`src/rtl/accel_pkg.sv`:
```
// Shared constants for the accelerator: array geometry, one-hot sequencer
// states and SRAM control polarities.
package accel_pkg;

  localparam int DIM    = 16;
  localparam int ADDR_W = 13;
  localparam int DATA_W = 128;

  // One-hot sequencer states, as seen on the STATE output
  localparam logic [5:0] ST_IDLE   = 6'b000001;
  localparam logic [5:0] ST_LOAD_W = 6'b000010;
  localparam logic [5:0] ST_STREAM = 6'b000100;
  localparam logic [5:0] ST_DRAIN  = 6'b001000;
  localparam logic [5:0] ST_WRITE  = 6'b010000;
  localparam logic [5:0] ST_DONE   = 6'b100000;

  typedef enum logic [5:0] {
    S_IDLE   = ST_IDLE,
    S_LOAD_W = ST_LOAD_W,
    S_STREAM = ST_STREAM,
    S_DRAIN  = ST_DRAIN,
    S_WRITE  = ST_WRITE,
    S_DONE   = ST_DONE
  } seq_state_e;

  // SRAM chip/write enables are active-low
  localparam logic SRAM_ASSERT   = 1'b0;
  localparam logic SRAM_DEASSERT = 1'b1;

endpackage

```
`src/rtl/systolic_sequencer.sv`:
```
// Tile-pass sequencer for the systolic array: loads weights, streams
// activations, waits for the array to drain, then writes the output rows
// back to the shared single-port SRAM.
//
// Every output is a register. k_q holds the index of the next row to issue
// in the current phase; the edge that issues a row also presents it on the
// SRAM pins for the following cycle. k_q == DIM marks a completed phase, so
// the next enabled edge moves straight into the following phase.
module systolic_sequencer
  import accel_pkg::*;
#(
  parameter int DIM       = 16,
  parameter int ADDR_W    = 13,
  parameter int DRAIN_CYC = 2 * DIM
) (
  input  logic                   CLK,
  input  logic                   RESET,
  input  logic                   EN,
  input  logic [ADDR_W-1:0]      IADDR,
  input  logic [ADDR_W-1:0]      WADDR,
  input  logic [ADDR_W-1:0]      OADDR,
  output logic                   share_cen,
  output logic                   share_wen,
  output logic                   share_ren,
  output logic [ADDR_W-1:0]      share_addr,
  output logic                   W_EN,
  output logic                   A_VALID,
  output logic                   SELECTOR,
  output logic [$clog2(DIM)-1:0] OUT_ROW,
  output logic [5:0]             STATE,
  output logic                   BUSY
);

  localparam int RW = $clog2(DIM);
  localparam int KW = RW + 1;
  localparam int DW = $clog2(DRAIN_CYC + 1);
  localparam logic [KW-1:0] K_END = KW'(DIM);

  seq_state_e      state_q, state_d;
  logic [KW-1:0]   k_q, k_d;
  logic [DW-1:0]   drain_q, drain_d;
  logic [ADDR_W-1:0] ibase_q, ibase_d;
  logic [ADDR_W-1:0] wbase_q, wbase_d;
  logic [ADDR_W-1:0] obase_q, obase_d;
  logic            cen_q, cen_d;
  logic            wen_q, wen_d;
  logic            ren_q, ren_d;
  logic [ADDR_W-1:0] addr_q, addr_d;
  logic            w_en_q, w_en_d;
  logic            a_valid_q, a_valid_d;
  logic            sel_q, sel_d;
  logic [RW-1:0]   out_row_q, out_row_d;
  logic            busy_q, busy_d;

  // Next-state and next-output logic; SRAM idles unless a row is issued
  always_comb begin
    state_d   = state_q;
    k_d       = k_q;
    drain_d   = drain_q;
    ibase_d   = ibase_q;
    wbase_d   = wbase_q;
    obase_d   = obase_q;
    cen_d     = SRAM_DEASSERT;
    wen_d     = SRAM_DEASSERT;
    ren_d     = 1'b0;
    addr_d    = addr_q;
    sel_d     = 1'b0;
    out_row_d = out_row_q;
    // Read data arrives one cycle after the issue; tag it by phase
    w_en_d    = (state_q == S_LOAD_W) && ren_q;
    a_valid_d = (state_q == S_STREAM) && ren_q;

    unique case (state_q)
      S_IDLE: begin
        if (EN) begin
          ibase_d = IADDR;
          wbase_d = WADDR;
          obase_d = OADDR;
          state_d = S_LOAD_W;
          addr_d  = WADDR;
          cen_d   = SRAM_ASSERT;
          ren_d   = 1'b1;
          k_d     = KW'(1);
        end
      end
      S_LOAD_W: begin
        if (EN) begin
          cen_d = SRAM_ASSERT;
          ren_d = 1'b1;
          if (k_q == K_END) begin
            state_d = S_STREAM;
            addr_d  = ibase_q;
            k_d     = KW'(1);
          end else begin
            addr_d = wbase_q + ADDR_W'(k_q);
            k_d    = k_q + KW'(1);
          end
        end
      end
      S_STREAM: begin
        if (EN) begin
          if (k_q == K_END) begin
            state_d = S_DRAIN;
            drain_d = DW'(1);
            k_d     = '0;
          end else begin
            cen_d  = SRAM_ASSERT;
            ren_d  = 1'b1;
            addr_d = ibase_q + ADDR_W'(k_q);
            k_d    = k_q + KW'(1);
          end
        end
      end
      S_DRAIN: begin
        if (EN) begin
          if (drain_q == DW'(DRAIN_CYC)) begin
            state_d   = S_WRITE;
            cen_d     = SRAM_ASSERT;
            wen_d     = SRAM_ASSERT;
            addr_d    = obase_q;
            sel_d     = 1'b1;
            out_row_d = '0;
            k_d       = KW'(1);
          end else begin
            drain_d = drain_q + DW'(1);
          end
        end
      end
      S_WRITE: begin
        // The array keeps driving write data through a pause
        sel_d = 1'b1;
        if (EN) begin
          if (k_q == K_END) begin
            state_d = S_DONE;
            sel_d   = 1'b0;
          end else begin
            cen_d     = SRAM_ASSERT;
            wen_d     = SRAM_ASSERT;
            addr_d    = obase_q + ADDR_W'(k_q);
            out_row_d = k_q[RW-1:0];
            k_d       = k_q + KW'(1);
          end
        end
      end
      S_DONE: begin
        state_d = S_IDLE;
        k_d     = '0;
      end
      default: begin
        state_d = S_IDLE;
      end
    endcase

    busy_d = (state_d != S_IDLE);
  end

  // State, counters, bases and output registers
  always_ff @(posedge CLK or negedge RESET) begin
    if (!RESET) begin
      state_q   <= S_IDLE;
      k_q       <= '0;
      drain_q   <= '0;
      ibase_q   <= '0;
      wbase_q   <= '0;
      obase_q   <= '0;
      cen_q     <= SRAM_DEASSERT;
      wen_q     <= SRAM_DEASSERT;
      ren_q     <= 1'b0;
      addr_q    <= '0;
      w_en_q    <= 1'b0;
      a_valid_q <= 1'b0;
      sel_q     <= 1'b0;
      out_row_q <= '0;
      busy_q    <= 1'b0;
    end else begin
      state_q   <= state_d;
      k_q       <= k_d;
      drain_q   <= drain_d;
      ibase_q   <= ibase_d;
      wbase_q   <= wbase_d;
      obase_q   <= obase_d;
      cen_q     <= cen_d;
      wen_q     <= wen_d;
      ren_q     <= ren_d;
      addr_q    <= addr_d;
      w_en_q    <= w_en_d;
      a_valid_q <= a_valid_d;
      sel_q     <= sel_d;
      out_row_q <= out_row_d;
      busy_q    <= busy_d;
    end
  end

  assign STATE      = state_q;
  assign share_cen  = cen_q;
  assign share_wen  = wen_q;
  assign share_ren  = ren_q;
  assign share_addr = addr_q;
  assign W_EN       = w_en_q;
  assign A_VALID    = a_valid_q;
  assign SELECTOR   = sel_q;
  assign OUT_ROW    = out_row_q;
  assign BUSY       = busy_q;

endmodule

```
`config.mk`:
```
export PLATFORM = sky130hd
export DESIGN_NAME = systolic_sequencer
export DESIGN_NICKNAME = d
export VERILOG_FILES = /design/src/rtl/accel_pkg.sv /design/src/rtl/systolic_sequencer.sv
export SDC_FILE = /design/constraint.sdc
export NUM_CORES = 1
export LEC_CHECK = 0
export ABC_CLOCK_PERIOD_IN_PS = 6600
export CAP_MARGIN = 20
export CORE_ASPECT_RATIO = 1.1
export CORE_MARGIN = 10
export CORE_UTILIZATION = 45
export DETAILED_ROUTE_END_ITERATION = 7
export GPL_ROUTABILITY_DRIVEN = 0
export PLACE_DENSITY = 0.7
export SLEW_MARGIN = 20
export SYNTH_ARGS = -nofsm -noshare
export SYNTH_HDL_FRONTEND = slang
export SYNTH_SLANG_ARGS = --single-unit
```
`constraint.sdc`:
```
create_clock -name CLK -period 6.6 [get_ports CLK]
set_input_delay 1.98 -clock CLK [delete_from_list [all_inputs] [get_ports CLK]]
set_output_delay 1.98 -clock CLK [all_outputs]
set_load 0.02 [all_outputs]
```
* Word-level counts from Yosys, hierarchy flattened *
Cells that the tools add are included.

operators by class
  equal/unequal tests = 19
  add/sub/neg operators = 5
  mux-type cells = 55
  reductions and logical operators = 13

operators by type and width
  cell                                                                      number
  13-bit 2-to-1 mux                                                         9
  6-bit 2-to-1 mux                                                          13
  13-bit one-hot mux with 5 select lines                                    1
  5-bit 2-to-1 mux                                                          9
  13-bit by 5-bit adder with 13-bit output                                  3
  5-bit one-hot mux with 6 select lines                                     1
  6-bit one-hot mux with 5 select lines                                     1
  2-bit inequality test (second input constant)                             9
  4-bit 2-to-1 mux                                                          4
  6-bit equality test (second input constant)                               2
  6-bit one-hot mux with 2 select lines                                     1
  1-bit 2-to-1 mux                                                          11
  5-bit AND reduction                                                       2
  9-bit AND reduction                                                       1
  4-bit one-hot mux with 2 select lines                                     1
  8-bit AND reduction                                                       1
  6-bit by 1-bit adder with 6-bit output (second input constant)            1
  6-bit by 1-bit equality test with 1-bit output (second input constant)    1
  6-bit by 2-bit equality test with 1-bit output (second input constant)    1
  6-bit by 3-bit equality test with 1-bit output (second input constant)    1
  6-bit by 4-bit equality test with 1-bit output (second input constant)    1
  6-bit by 5-bit equality test with 1-bit output (second input constant)    1
  6-bit by 1-bit inequality test with 1-bit output (second input constant)  1
  1-bit one-hot mux with 2 select lines                                     3
  other kinds (10)                                                          13

word-level totals
  output and inout port bits = 30
  bits of input ports = 42
  register bits = 80
  logic and storage cells = 107

* Longest topological paths before layout *
  depth in word-level cells = 5
  depth in mapped cells = 13

* Least setup slack after synthesis *
No wires, ideal clock.

  path kind = input port to flip-flop
  start point = input EN
  end point = register addr_q[7] (netlist: share_addr[7])
  data arrival time = 3.807 ns
  data required time = 6.466 ns
  path buffers = 1
  stages on the path = 7
  slack = 2.659 ns
  path through = buf_2 inv_1 or3_1 a221o_1 or4b_2 o21ai_0 a31oi_1

on the way
  cells in the longest elaborated chain, start to end = 2

RTL lines
  element                            RTL line                   text
  from (decl)                        systolic_sequencer.sv:18   input logic EN,
  2-bit inequality test (no line)    --
  9-bit AND reduction (no line) (*)  --
  to (signal assigned)               systolic_sequencer.sv:185  addr_q <= addr_d;
  to (decl)                          systolic_sequencer.sv:48   logic [ADDR_W-1:0] addr_q, addr_d;

Mark *: on every way between the ends. The rest lies on a longest branch, timed or not.
A chain may end at the register's enable or synchronous reset.

* Final worst setup path *
  start point = input EN
  end point = register addr_q[11] (netlist: share_addr[11])

Same word-level chain as after synthesis.

==> metrics.yaml <==
sta:
  slew_viol_final: 0
  layout_min_cycle_time_ns: 5.09
  worst_slack_ns: 1.51
  fin_crit_sh_pct: 77.2
  fmax_mhz: 196
  worst_slew_pin_slew_ns: 1.00
  rsz0062_at_grt: "no"
  hold_ws_ns: 0.477
  hold_viol_final: 0
  slew-limit-headroom_pct: 33.3
  setup_viol: 0
  clock_skew_ns: 0.00465
  final.setup.tns_ns: 0
synth:
  ys_ff_latch: 80
  ys_top_cells_by_count: "dfrtp_1, mux2_2, o21ai_0"
  synth.distinct_cells: 67
  yosys.area.top_type: "dfrtp_1"
  yosys_warnings: 0
  synth_edf_count: 0
  synth_cells: 474
  yosysMostFrequentCell: "dfrtp_1"
  synth.top_cell.area_share_pct: 40.0
  syn-cell-area_um2: 4820
  ys_seq_area_share_pct: 41.6
  synthTopCellsByArea: "dfrtp_1, mux2_2, ha_1, o21ai_0, a21oi_1"
  async_reset_ff_share_pct: 100
  synth_flop_cell: "dfrtp_1"
  synth_fp_nets: 533
  avgSynthCellArea_um2: 10.2
final_layout:
  drive_gt1_share_pct: 15.5
  n_antenna_cell: 0
  num-nets-final: 595
  layout.cells.non_filler: 684
  final_util_pct: 57.2
  syn2layout_area_growth_pct: 23.9
  fin_area_um2: 5970
clock_tree:
  clock_path_buffers: 2
  htreeDepth: 3
  cts_tree: "built"
  cts_setup_buffers: 0
  numCtsBuffers: 9
  clk_latency_ns: 0.33
  clk_pin_slew_worst_paths_ns: 0.06
  hold_buffers: 0
  cts.repair.resized: 0
  cts.sinks: 80
  cts_root_buffer: "clkbuf_16"
die:
  std_cell_rows: 39
  initial_core_util_pct: 46.1
  dieArea_um2: 15200
  io_pins: 72
  core-area_um2: 10400
  die_w_um: 119
  die_y_um: 129
route:
  drc: 0
  wirelength_mm: 13.0
  postRouteAntennaNets: 0
  drt_pre_antenna_iters: 5
  viasPerCell: 5.98
  drtIter0Drc: 331
  routedWlPerCell_um: 19.0
  num_vias: 4089
worst_setup_path:
  cp.required_ns: 6.82
  critPathSlowestCell: "a21oi_1"
  crit_arrival_ns: 5.31
  worst_setup_path_end_kind: "flop"
  reg2reg_depth: 11
  cp_cell_sequence: "clkdlybuf4s50_1, inv_1, or3_1, a221o_1, a21oi_1, inv_1, a221o_1"
  start_kind: "input port"
  worst-setup-path-type: "in2reg"
  max_stage_delay_ns: 0.74
  critPathMaxFanout: 13
min_path:
  worstHoldPathCells: 2
  hp-class: "reg2reg"
grt:
  grt_overflow: 0
  grt_first_pass_wirelength_mm: 21.1
  grt_max_degree: 81
  grt.total_usage_pct: 16.7
  grt_pass1_vias: 4137
  antenna_found_initial: 0
pwr:
  p_per_area_nw_per_um2: 425
  vdd_drop_max_uv: 188
  power_mw: 2.54
  cellLeakagePower_nw: 2.51
outcome:
  outcome: "completed"
placed_design:
  portBuffers: 71
  hpwl_mm: 9.11
  dpl_cell_area_um2: 5610
  dp.cells: 668
  dpl_worst_slack_ns: 1.21
job:
  maxCapViolations: 0
==> metal layers <==
metal	GRT usage (%)	vias to the layer above	wire, um
li1	-	1904	-
met1	20.1	2002	5490
met2	28.8	164	6430
met3	3.67	19	921
met4	6.33	0	168
met5	0	-	0
==> where the power goes <==
group | total, mW | switching, mW | internal [mW]
sequential | 0.891 | 0.209 | 0.683
clock | 0.605 | 0.196 | 0.409
combinational | 1.04 | 0.532 | 0.511
total | 2.54 | 0.936 | 1.60
==> cell families (layout without fill, tap and decap cells) <==
logic type	Yosys count	count (layout)	share of synthesized area, %
AOI/OAI and AO/OA	137	137	19.2
DFF	80	80	41.6
adders and majority gates	17	17	4.73
muxes	54	54	12.4
and+or+nand+nor	133	133	15.1
buffers and inverters	35	102	3.69
xor gates and xnor gates	18	18	3.27
==> flip-flops by register name (all words and copies together) (netlist names) <==
| name | count |
|---|---|
| k_q | 5 |
| STATE | 6 |
| A_VALID | 1 |
| ibase_q | 13 |
| share_cen | 1 |
| drain_q | 6 |
| obase_q | 13 |
| OUT_ROW | 4 |
| share_addr | 13 |
| SELECTOR | 1 |
| wbase_q | 13 |
| BUSY | 1 |
| W_EN | 1 |
| share_wen | 1 |
| share_ren | 1 |
==> cells in the final DEF (no fill, tap or decap), types with 7 or more instances in the layout <==
cell	Yosys	routed
xnor2_1	12	12
nand2_1	30	30
dfrtp_1	77	77
clkbuf_16	0	9
nor2_1	34	34
nand3_1	11	11
clkdlybuf4s50_1	0	70
o211ai_1	8	8
and3_1	7	7
mux2_2	46	46
ha_1	15	15
o21ai_0	37	37
mux2i_1	8	8
a22o_1	8	8
a21oi_1	26	26
inv_1	12	12
==> final timing paths <==
path / startpoint / endpoint / slack (ns)
min: share_addr[2] / share_addr[2] / 0.48
min in group asynchronous: RESET / share_addr[1] / 1.67
max reg2reg: STATE[5] / share_addr[8] / 2.62
max in group asynchronous: RESET / share_addr[4] / 4.39
min reg2reg: share_addr[2] / share_addr[2] / 0.48
max: EN / share_addr[11] / 1.51
==> worst max-delay path, delay by kind of cell <==
family	cells	cell delay, ns
simple gates	1	0.45
buf+inv	3	1.20
compound gates	3	1.69
==> cell type report <==
cell class	count	area, um^2
well taps	143	179
flip-flops and latches	80	2010
clock buffers	11	233
repair buffers	74	734
fillers	917	4470
multi-input cells	359	2650
inverters	12	45.0
clock inverters	5	129
No activity file was read; power rests on OpenSTA's default activity.
